--- src/rtl/inst_realign_if.sv ---
// inst_realign_if: fetch-side and decode-side handshakes
// of the instruction realignment buffer.
interface inst_realign_if;
  logic        fetch_valid;
  logic        fetch_ready;
  logic [31:0] fetch_data;
  logic        inst_valid;
  logic        inst_ready;
  logic [31:0] inst;
  logic [63:0] inst_pc;
  logic        inst_is_rvc;

  modport slave (
    input  fetch_valid,
    input  fetch_data,
    input  inst_ready,
    output fetch_ready,
    output inst_valid,
    output inst,
    output inst_pc,
    output inst_is_rvc
  );

  modport master (
    output fetch_valid,
    output fetch_data,
    output inst_ready,
    input  fetch_ready,
    input  inst_valid,
    input  inst,
    input  inst_pc,
    input  inst_is_rvc
  );
endinterface

--- src/rtl/inst_realign.sv ---
// inst_realign: halfword realignment buffer between fetch and decode.
// Splits aligned fetch words into 16/32-bit instructions, expanding RVC.
module inst_realign #(
  parameter logic [63:0] RESET_PC = 64'h0000_0000_8000_0000
) (
  input  logic          clk,
  input  logic          rst_n,
  input  logic          flush,
  input  logic [63:0]   flush_pc,
  inst_realign_if.slave bus
);

  function automatic logic [31:0] expand(input logic [15:0] c);
    logic [4:0]  rd;
    logic [4:0]  rs2;
    logic [4:0]  rhi;
    logic [4:0]  rlo;
    logic [31:0] r;
    rd  = c[11:7];
    rs2 = c[6:2];
    rhi = {2'b01, c[9:7]};
    rlo = {2'b01, c[4:2]};
    r   = 32'h0;
    case ({c[1:0], c[15:13]})
      5'b00_000:
        if (c[12:5] != 8'h0)
          r = {2'b0, c[10:7], c[12:11], c[5], c[6], 2'b0,
               5'd2, 3'b000, rlo, 7'h13};
      5'b00_001:
        r = {4'b0, c[6:5], c[12:10], 3'b0,
             rhi, 3'b011, rlo, 7'h07};
      5'b00_010:
        r = {5'b0, c[5], c[12:10], c[6], 2'b0,
             rhi, 3'b010, rlo, 7'h03};
      5'b00_011:
        r = {4'b0, c[6:5], c[12:10], 3'b0,
             rhi, 3'b011, rlo, 7'h03};
      5'b00_101:
        r = {4'b0, c[6:5], c[12], rlo, rhi,
             3'b011, c[11:10], 3'b0, 7'h27};
      5'b00_110:
        r = {5'b0, c[5], c[12], rlo, rhi,
             3'b010, c[11:10], c[6], 2'b0, 7'h23};
      5'b00_111:
        r = {4'b0, c[6:5], c[12], rlo, rhi,
             3'b011, c[11:10], 3'b0, 7'h23};
      5'b01_000:
        r = {{6{c[12]}}, c[12], c[6:2], rd, 3'b000, rd, 7'h13};
      5'b01_001:
        if (rd != 5'd0)
          r = {{6{c[12]}}, c[12], c[6:2], rd, 3'b000, rd, 7'h1b};
      5'b01_010:
        r = {{6{c[12]}}, c[12], c[6:2], 5'd0, 3'b000, rd, 7'h13};
      5'b01_011:
        if ({c[12], c[6:2]} != 6'd0) begin
          if (rd == 5'd2)
            r = {{3{c[12]}}, c[4:3], c[5], c[2], c[6], 4'b0,
                 5'd2, 3'b000, 5'd2, 7'h13};
          else
            r = {{15{c[12]}}, c[6:2], rd, 7'h37};
        end
      5'b01_100:
        case (c[11:10])
          2'b00:
            r = {6'b0, c[12], c[6:2], rhi, 3'b101, rhi, 7'h13};
          2'b01:
            r = {6'b010000, c[12], c[6:2], rhi, 3'b101, rhi, 7'h13};
          2'b10:
            r = {{6{c[12]}}, c[12], c[6:2], rhi, 3'b111, rhi, 7'h13};
          default:
            case ({c[12], c[6:5]})
              3'b000: r = {7'h20, rlo, rhi, 3'b000, rhi, 7'h33};
              3'b001: r = {7'h00, rlo, rhi, 3'b100, rhi, 7'h33};
              3'b010: r = {7'h00, rlo, rhi, 3'b110, rhi, 7'h33};
              3'b011: r = {7'h00, rlo, rhi, 3'b111, rhi, 7'h33};
              3'b100: r = {7'h20, rlo, rhi, 3'b000, rhi, 7'h3b};
              3'b101: r = {7'h00, rlo, rhi, 3'b000, rhi, 7'h3b};
              default: r = 32'h0;
            endcase
        endcase
      5'b01_101:
        r = {c[12], c[8], c[10:9], c[6], c[7], c[2], c[11], c[5:3],
             c[12], {8{c[12]}}, 5'd0, 7'h6f};
      5'b01_110:
        r = {{4{c[12]}}, c[6:5], c[2], 5'd0, rhi, 3'b000,
             c[11:10], c[4:3], c[12], 7'h63};
      5'b01_111:
        r = {{4{c[12]}}, c[6:5], c[2], 5'd0, rhi, 3'b001,
             c[11:10], c[4:3], c[12], 7'h63};
      5'b10_000:
        r = {6'b0, c[12], c[6:2], rd, 3'b001, rd, 7'h13};
      5'b10_001:
        r = {3'b0, c[4:2], c[12], c[6:5], 3'b0,
             5'd2, 3'b011, rd, 7'h07};
      5'b10_010:
        if (rd != 5'd0)
          r = {4'b0, c[3:2], c[12], c[6:4], 2'b0,
               5'd2, 3'b010, rd, 7'h03};
      5'b10_011:
        if (rd != 5'd0)
          r = {3'b0, c[4:2], c[12], c[6:5], 3'b0,
               5'd2, 3'b011, rd, 7'h03};
      5'b10_100:
        if (!c[12]) begin
          if (rs2 == 5'd0) begin
            if (rd != 5'd0)
              r = {12'b0, rd, 3'b000, 5'd0, 7'h67};
          end else begin
            r = {7'b0, rs2, 5'd0, 3'b000, rd, 7'h33};
          end
        end else begin
          if (rs2 == 5'd0) begin
            if (rd == 5'd0)
              r = 32'h0010_0073;
            else
              r = {12'b0, rd, 3'b000, 5'd1, 7'h67};
          end else begin
            r = {7'b0, rs2, rd, 3'b000, rd, 7'h33};
          end
        end
      5'b10_101:
        r = {3'b0, c[9:7], c[12], rs2, 5'd2,
             3'b011, c[11:10], 3'b0, 7'h27};
      5'b10_110:
        r = {4'b0, c[8:7], c[12], rs2, 5'd2,
             3'b010, c[11:9], 2'b0, 7'h23};
      5'b10_111:
        r = {3'b0, c[9:7], c[12], rs2, 5'd2,
             3'b011, c[11:10], 3'b0, 7'h23};
      default: r = 32'h0;
    endcase
    return r;
  endfunction

  logic [15:0] slot_q [4];
  logic [15:0] slot_d [4];
  logic [2:0]  cnt_q;
  logic [2:0]  cnt_d;
  logic [63:0] pc_q;
  logic [63:0] pc_d;
  logic        drop_q;
  logic        drop_d;

  logic        is32;
  logic        cand;
  logic        pop;
  logic        acc;
  logic [2:0]  npop;
  logic [2:0]  npush;
  logic [2:0]  rem;
  logic [15:0] hw0;
  logic [15:0] hw1;

  assign is32  = (slot_q[0][1:0] == 2'b11);
  assign cand  = is32 ? (cnt_q >= 3'd2) : (cnt_q >= 3'd1);

  assign bus.inst_valid  = cand && !flush;
  assign bus.fetch_ready = rst_n && (cnt_q <= 3'd2) && !flush;
  assign bus.inst        = is32 ? {slot_q[1], slot_q[0]}
                                : expand(slot_q[0]);
  assign bus.inst_pc     = pc_q;
  assign bus.inst_is_rvc = !is32;

  assign pop   = bus.inst_valid && bus.inst_ready;
  assign acc   = bus.fetch_valid && bus.fetch_ready;
  assign npop  = !pop ? 3'd0 : (is32 ? 3'd2 : 3'd1);
  assign npush = !acc ? 3'd0 : (drop_q ? 3'd1 : 3'd2);
  assign rem   = cnt_q - npop;
  assign hw0   = drop_q ? bus.fetch_data[31:16]
                        : bus.fetch_data[15:0];
  assign hw1   = bus.fetch_data[31:16];

  // Next state: shift out popped halfwords, append accepted ones behind.
  always_comb begin
    for (int i = 0; i < 4; i++) begin
      slot_d[i] = slot_q[i];
      if (3'(i) < rem)
        slot_d[i] = slot_q[2'(i) + npop[1:0]];
      else if (acc && 3'(i) == rem)
        slot_d[i] = hw0;
      else if (acc && !drop_q && 3'(i) == rem + 3'd1)
        slot_d[i] = hw1;
    end
    cnt_d  = rem + npush;
    pc_d   = pc_q + (pop ? (is32 ? 64'd4 : 64'd2) : 64'd0);
    drop_d = acc ? 1'b0 : drop_q;
    if (flush) begin
      cnt_d  = 3'd0;
      pc_d   = flush_pc & ~64'd1;
      drop_d = flush_pc[1];
    end
  end

  // Buffer, count, PC and drop-low registers.
  always_ff @(posedge clk or negedge rst_n) begin
    if (!rst_n) begin
      cnt_q  <= 3'd0;
      pc_q   <= RESET_PC & ~64'd1;
      drop_q <= RESET_PC[1];
      for (int i = 0; i < 4; i++) slot_q[i] <= 16'h0;
    end else begin
      cnt_q  <= cnt_d;
      pc_q   <= pc_d;
      drop_q <= drop_d;
      for (int i = 0; i < 4; i++) slot_q[i] <= slot_d[i];
    end
  end

endmodule
--- src/flat_wrapper.sv ---
// flat-port wrapper written by rule: the top's interface ports become plain ports
module inst_realign_flat 
#(
  parameter logic [63:0] RESET_PC = 64'h0000_0000_8000_0000
)
  (clk, rst_n, flush, flush_pc, bus_fetch_valid, bus_fetch_data, bus_inst_ready, bus_fetch_ready, bus_inst_valid, bus_inst, bus_inst_pc, bus_inst_is_rvc);
  inst_realign_if bus_i ();
  input  logic clk;
  input  logic rst_n;
  input  logic flush;
  input  logic [63:0] flush_pc;
  input wire logic [$bits(bus_i.fetch_valid)-1:0] bus_fetch_valid;
  input wire logic [$bits(bus_i.fetch_data)-1:0] bus_fetch_data;
  input wire logic [$bits(bus_i.inst_ready)-1:0] bus_inst_ready;
  output wire logic [$bits(bus_i.fetch_ready)-1:0] bus_fetch_ready;
  output wire logic [$bits(bus_i.inst_valid)-1:0] bus_inst_valid;
  output wire logic [$bits(bus_i.inst)-1:0] bus_inst;
  output wire logic [$bits(bus_i.inst_pc)-1:0] bus_inst_pc;
  output wire logic [$bits(bus_i.inst_is_rvc)-1:0] bus_inst_is_rvc;
  assign bus_i.fetch_valid = bus_fetch_valid;
  assign bus_i.fetch_data = bus_fetch_data;
  assign bus_i.inst_ready = bus_inst_ready;
  assign bus_fetch_ready = bus_i.fetch_ready;
  assign bus_inst_valid = bus_i.inst_valid;
  assign bus_inst = bus_i.inst;
  assign bus_inst_pc = bus_i.inst_pc;
  assign bus_inst_is_rvc = bus_i.inst_is_rvc;
  inst_realign #(.RESET_PC(RESET_PC)) u_core (.clk(clk), .rst_n(rst_n), .flush(flush), .flush_pc(flush_pc), .bus(bus_i));
endmodule
--- config.mk ---
export PLATFORM = sky130hd
export DESIGN_NAME = inst_realign_flat
export DESIGN_NICKNAME = d
export VERILOG_FILES = /design/src/rtl/inst_realign_if.sv /design/src/rtl/inst_realign.sv /design/src/flat_wrapper.sv
export SDC_FILE = /design/constraint.sdc
export NUM_CORES = 1
export LEC_CHECK = 0
export CAP_MARGIN = 25
export CORE_MARGIN = 2
export CORE_UTILIZATION = 40
export CTS_CLUSTER_SIZE = 24
export DETAILED_ROUTE_END_ITERATION = 8
export HOLD_SLACK_MARGIN = 0.1
export PLACE_DENSITY = 0.67
export RECOVER_POWER = 50
export SLEW_MARGIN = 20
export SYNTH_ARGS = -nofsm -noshare
export SYNTH_HDL_FRONTEND = slang
export SYNTH_SLANG_ARGS = --single-unit
--- constraint.sdc ---
create_clock -name clk -period 4.87 [get_ports clk]
set_clock_uncertainty 0.15 [all_clocks]
set_input_delay 0.974 -clock clk [delete_from_list [all_inputs] [get_ports clk]]
set_output_delay 0.974 -clock clk [all_outputs]
set_load 0.01 [all_outputs]
==> run summary, run 1 <==
status -> finished, violations left
violated checks -> capacitance limit, slew limit
post-synthesis sequential area ratio -> 33.8%
largest net degree at the start of global routing -> 93
Max Cap Violations -> 3
Antenna diodes -> 0
initial antenna violation count -> 0
root buffer cell -> clkbuf_16
VDD IR-drop max -> 0.305 mV
Rows -> 57
vias in the first global route -> 10.5k
die width -> 160 µm
drt total wl -> 38.0 mm
top_reg_cell synth -> dfrtp_1
Pwr Total -> 0.00732 W
drt via density -> 6.26
Arr. time, crit path -> 3.51 ns
Period Utilization, post-route -> 95.1%
power per cell area -> 573 mW/mm²
clock tree buffer depth -> 2
leading cell type in the layout, fill and taps excluded -> nand2_1
clock sink count -> 131
Final ANT Viol Nets -> 0
post-route worst setup slack -> 0.237 ns
YS warnings -> 0
worst reg2reg path startpoint -> u_core.slot_q[49]
worst hold path type -> reg2reg
worst reg2reg path endpoint -> u_core.slot_q[7]
Synth async-reset ratio -> 100%
critical path type -> reg2out
cell total after placement -> 1677
Reg2Reg Depth -> 12
Nets -> 1482
hold_buf cts -> 0
Final Non-Filler Cells -> 1710
GPL Wtd Cong -> 1.01
area delta synth->final -> 31.7%
Synth cell types -> 80
die boundary height -> 160 µm
worst hold endpoint -> u_core.slot_q[14]
P_leak -> 4.92 nW
slew margin rel. -> -16.7%
Worst Setup End Kind -> output port
FILL cells -> 2280
highest clock rate -> 216 MHz
DP Worst Slack -> 0.228 ns
Final Max Tran Viols -> 227
EDFF count, synth -> 0
Worst Min Path Start -> u_core.slot_q[14]
setup TNS -> 0 ns
clock insertion delay at the later pin of the skew report -> 0.44 ns
GRT Residual Overflow -> 0
highest-count cells in the layout ignoring fill and taps -> 168 x nand2_1, 148 x clkdlybuf4s50_1, 130 x dfrtp_1, 114 x o21ai_0, 74 x nor2_1
final setup fails -> 0
I/O pin count -> 200
CP Launch Type -> flop
Syn Area/Cell -> 8.18 µm²
Initial Util -> 40.4%
hpwl dp -> 27.6 mm
vias -> 10.7k
DR WL/cell -> 22.2 µm
Port Buffers -> 197
Clock Pin Slew Worst Setup and Hold Paths -> 0.07 ns
Crit Path Max Fanout -> 8
First DRT Iteration DRCs -> 1073
worst-margin pin slew -> 1.75 ns
CTS HTree Levels -> 4
Mapped Nets -> 1295
drt drc -> 0
TritonCTS clock tree -> done
#FFs+latches synth -> 131
Mapped Cells -> 1186
Period minus WS final -> 4.63 ns
Die ar. -> 0.0255 mm²
flop2flop setup slack -> 0.66 ns
Final Hold Viols -> 0
Critical Path RT -> 3.75 ns
share of layout cells above drive strength 1 -> 10.8%
total track usage -> 29.4%
CTS Buf Count -> 17
RSZ-0062 raised after global routing -> no
Pre-antenna DRT Iters -> 6
core area -> 0.0240 mm²
hold depth -> 2
hold slack -> 0.360 ns
Synth Cell Area -> 0.00970 mm²
first-pass GRT wire length -> 59.1 mm
[logic make-up (layout without fill, tap and decap cells)]
kind of cell	after synthesis	in the layout	share of synthesized area, %
simple gates	452	452	23.4
compound gates	370	370	26.8
other cells	1	1	0.0386
flops	131	131	33.8
buf+inv	129	329	5.16
fa+ha+maj	8	8	1.26
xor+xnor	41	41	3.70
mux	54	54	5.81
[synth_stat cells (14+ instances only)]
| master | n | area share [%] |
|---|---|---|
| inv_1 | 40 | 1.5 |
| o221a_2 | 16 | 1.9 |
| dfrtp_1 | 130 | 34 |
| o21ai_0 | 113 | 5.8 |
| xnor2_1 | 28 | 2.5 |
| nand3_1 | 35 | 1.8 |
| nor4_1 | 21 | 1.4 |
| o22ai_1 | 17 | 1.1 |
| a211oi_1 | 14 | 1.1 |
| mux2i_1 | 35 | 3.6 |
| or3_1 | 18 | 1.2 |
| clkbuf_1 | 73 | 2.8 |
| a21oi_1 | 31 | 1.6 |
| nand2_1 | 168 | 6.5 |
| a31oi_1 | 25 | 1.6 |
| nand4_1 | 21 | 1.4 |
| a222oi_1 | 23 | 2.4 |
| o211ai_1 | 15 | 1.2 |
| mux2_2 | 19 | 2.2 |
| nor2_1 | 74 | 2.9 |
| nor3_1 | 23 | 1.2 |
[sequential cells by signal (all words and copies together), names as in the netlist]
name,count
u_core.cnt_q,3
u_core.slot_q,64
u_core.drop_q,1
u_core.bus.inst_pc,63
[metrics by stage]
step	area [µm²]	utilization, %
global route	12800	53.2
CTS	12800	53.1
global placement	12200	50.7
finish	12800	53.2
detailed placement	12200	50.7
floorplan	9700	-
[critical path: stages, from the launching register on]
cell	delay [ns]
dfrtp_1	0.51
or4_1	0.78
nor2_1	0.38
a311oi_1	0.20
o41ai_1	0.57
nand2_1	0.13
clkdlybuf4s50_1	0.51
[worst max path at each step]
stage / start / to / slack [ns] / depth (start not counted)
final: u_core.slot_q[59] / bus_inst[0] / 0.24 / 6
after global routing: u_core.slot_q[59] / bus_inst[0] / 0.11 / 6
after CTS: u_core.slot_q[55] / bus_inst[25] / 0.16 / 6
after detailed placement: bus_inst_ready / u_core.slot_q[28] / 0.23 / 13
after global placement: bus_inst_ready / u_core.slot_q[31] / 0.04 / 12
after floorplan: flush / u_core.slot_q[31] / 0.60 / 13
[metal layers]
metal	vias to the layer above	routed length, µm	global-route usage (%)
met5	-	0	0
met3	119	3490	6.05
li1	4856	-	-
met1	5091	15700	39.6
met2	642	17200	44.7
met4	0	1560	14.8
[report_power, final]
group / leakage [nW] / internal [W] / switching (W)
registers: 1.55 / 0.00140 / 0.000467
logic: 3.09 / 0.00182 / 0.00233
clock network: 0.284 / 0.000732 / 0.000565
total: 4.92 / 0.00395 / 0.00336
[area by class of cell]
cell class / instances / area [µm²] / share of cell area (%)
clock buffer: 18 / 439 / 3.44
multi-input combinational: 926 / 5940 / 46.5
inverter: 42 / 158 / 1.23
clock inverter: 14 / 141 / 1.11
timing repair buffer: 255 / 2410 / 18.9
tap: 324 / 405 / 3.17
sequential: 131 / 3280 / 25.7
[timing repair]
action / CTS / global route
resized for setup: 0 / 1
buffers inserted: 0 / 0
setup endpoints to repair: 0 / 1
hold endpoints to repair: 0 / 0
No activity file was read; power rests on OpenSTA's default activity.
==> inputs of run 2 (changes only) <==
CORE_MARGIN = unset   (was 2)
==> run 2 against run 1 <==
  * The flow still finishes with violations (capacitance limit, slew limit)
  * First-iteration DRC count grew 7.5%
  * Wire length shrank 1.2%
  * Register-to-register slack gained 0.07 ns
  * Via count rose by 0.19%
==> run summary, run 2 (synthesis results as in run 1) <==
Initial Util -> 41.1%
clock tree buffer depth -> 2
Reg2Reg Depth -> 13
Max Cap Violations -> 2
drt via density -> 6.27
leading cell type in the layout, fill and taps excluded -> nand2_1
Crit. Startpoint -> u_core.slot_q[62]
drt drc -> 0
highest clock rate -> 216 MHz
post-route worst setup slack -> 0.237 ns
flop2flop setup slack -> 0.73 ns
DP Worst Slack -> 0.0522 ns
Logic pwr share -> 57.1%
VDD IR-drop max -> 0.264 mV
status -> finished, violations left
P_leak -> 4.95 nW
total track usage -> 30.6%
largest net degree at the start of global routing -> 93
Nets -> 1489
CTS Buf Count -> 17
die boundary height -> 158 µm
worst reg2reg path startpoint -> u_core.slot_q[49]
slew margin rel. -> -14.4%
P_sw -> 0.00330 W
Period Utilization, post-route -> 95.1%
vias in the first global route -> 10.3k
power per cell area -> 564 mW/mm²
worst hold path type -> in2async
Area after DPL -> 0.0122 mm²
violated checks -> capacitance limit, slew limit
Final Hold Viols -> 0
post-CTS sizing -> 0
Clock Pin Slew Worst Setup and Hold Paths -> 0.07 ns
Pre-antenna DRT Iters -> 7
Rows -> 56
Die ar. -> 0.0249 mm²
CTS HTree Levels -> 4
clock insertion delay at the later pin of the skew report -> 0.43 ns
max reg flops -> 64
Port Buffers -> 197
TritonCTS clock tree -> done
setup TNS -> 0 ns
Pwr Total -> 0.00724 W
RSZ-0062 raised after global routing -> no
CP Cell Sequence -> buf_4 > or3b_2 > a21oi_1 > or2_2 > nor2_1 > a221o_1 > clkdlybuf4s50_1
switching portion of total power -> 45.5%
Crit Path Max Fanout -> 20
Final ANT Viol Nets -> 0
Pint -> 0.00394 W
drt total wl -> 37.5 mm
worst-margin pin slew -> 1.72 ns
highest-count cells in the layout ignoring fill and taps -> 168 x nand2_1, 148 x clkdlybuf4s50_1, 130 x dfrtp_1, 114 x o21ai_0, 74 x nor2_1
Antenna diodes -> 0
Sequential Power Share -> 25.7%
clock power share -> 17.2%
root buffer cell -> clkbuf_16
share of layout cells above drive strength 1 -> 11.2%
Worst path slowest cell -> dfrtp_1
worst reg2reg path endpoint -> u_core.slot_q[12]
design area -> 0.0128 mm²
Worst Setup End Kind -> output port
Arr. time, crit path -> 3.51 ns
hold slack -> 0.354 ns
die width -> 158 µm
First DRT Iteration DRCs -> 1153
GRT Residual Overflow -> 0
Final Max Tran Viols -> 123
GPL Wtd Cong -> 1.01
CP peak stage delay -> 0.67 ns
hold_buf cts -> 0
Most flops, register -> u_core.slot_q
core area -> 0.0236 mm²
area delta synth->final -> 32.2%
Period minus WS final -> 4.63 ns
first-pass GRT wire length -> 58.0 mm
clock sink count -> 131
final setup fails -> 0
vias -> 10.7k
critical path type -> reg2out
initial antenna violation count -> 0
I/O pin count -> 200
Post-CTS Repair Setup Buffers -> 0
CP Launch Type -> flop
DR WL/cell -> 21.9 µm
hpwl dp -> 27.5 mm
Critical Path RT -> 3.75 ns
==> run 2: changes by cell type in the layout (fill, tap and decap cells not counted) <==
| cell | change |
|---|---|
| inv_6 | -1 |
| inv_8 | -3 |
| clkbuf_1 | +1 |
| clkinvlp_4 | +1 |
| clkbuf_2 | -1 |
| clkinv_4 | +2 |
| buf_4 | +7 |
| buf_8 | -1 |
| buf_16 | +1 |
| buf_6 | +1 |
==> run 2: routing by layer <==
metal	global-route usage, %	wire length [µm]
met4	14.0	1370
met2	46.7	17000
met3	6.71	3580
met1	41.1	15600
met5	0	0
==> run 2: critical path: cells and delay by family (launching register included) <==
kind / cells / cell delay (ns)
buf+inv: 2 / 0.80
simple gates: 3 / 0.94
flops: 1 / 0.67
compound gates: 2 / 0.68
==> run 2: worst max path at each step <==
stage	to	depth (start not counted)
after global placement	u_core.slot_q[31]	12
after floorplan	u_core.slot_q[31]	13
final	bus_inst[17]	7
after CTS	bus_inst[25]	6
after detailed placement	u_core.slot_q[31]	12
after global routing	bus_inst[0]	6
==> run 2: area by class of cell <==
type                       instances  area (µm²)
multi-input combinational        926        5940
fill                            2217       10800
sequential                       131        3280
clock buffer                      19         443
timing repair buffer             262        2480
clock inverter                    13         124
tap                              319         399
inverter                          42         158
==> run 2: through the flow <==
stage | std cells | utilization [%]
4_1_cts | 1709 | 54.2
5_1_grt | 1712 | 54.3
2_1_floorplan | 1186 | -
3_5_place_dp | 1677 | 51.8
3_3_place_gp | 1677 | 51.8
6_report | 1712 | 54.3
==> run 2: power by group through the flow <==
stage / Sequential, W / Clock [W] / Combinational [W]
global route: 0.00189 / 0.00131 / 0.00443
detailed placement: 0.00186 / 0 / 0.00404
CTS: 0.00184 / 0.00126 / 0.00406
finish: 0.00186 / 0.00124 / 0.00413
floorplan: 0.00164 / 0 / 0.00244
global placement: 0.00185 / 0 / 0.00404
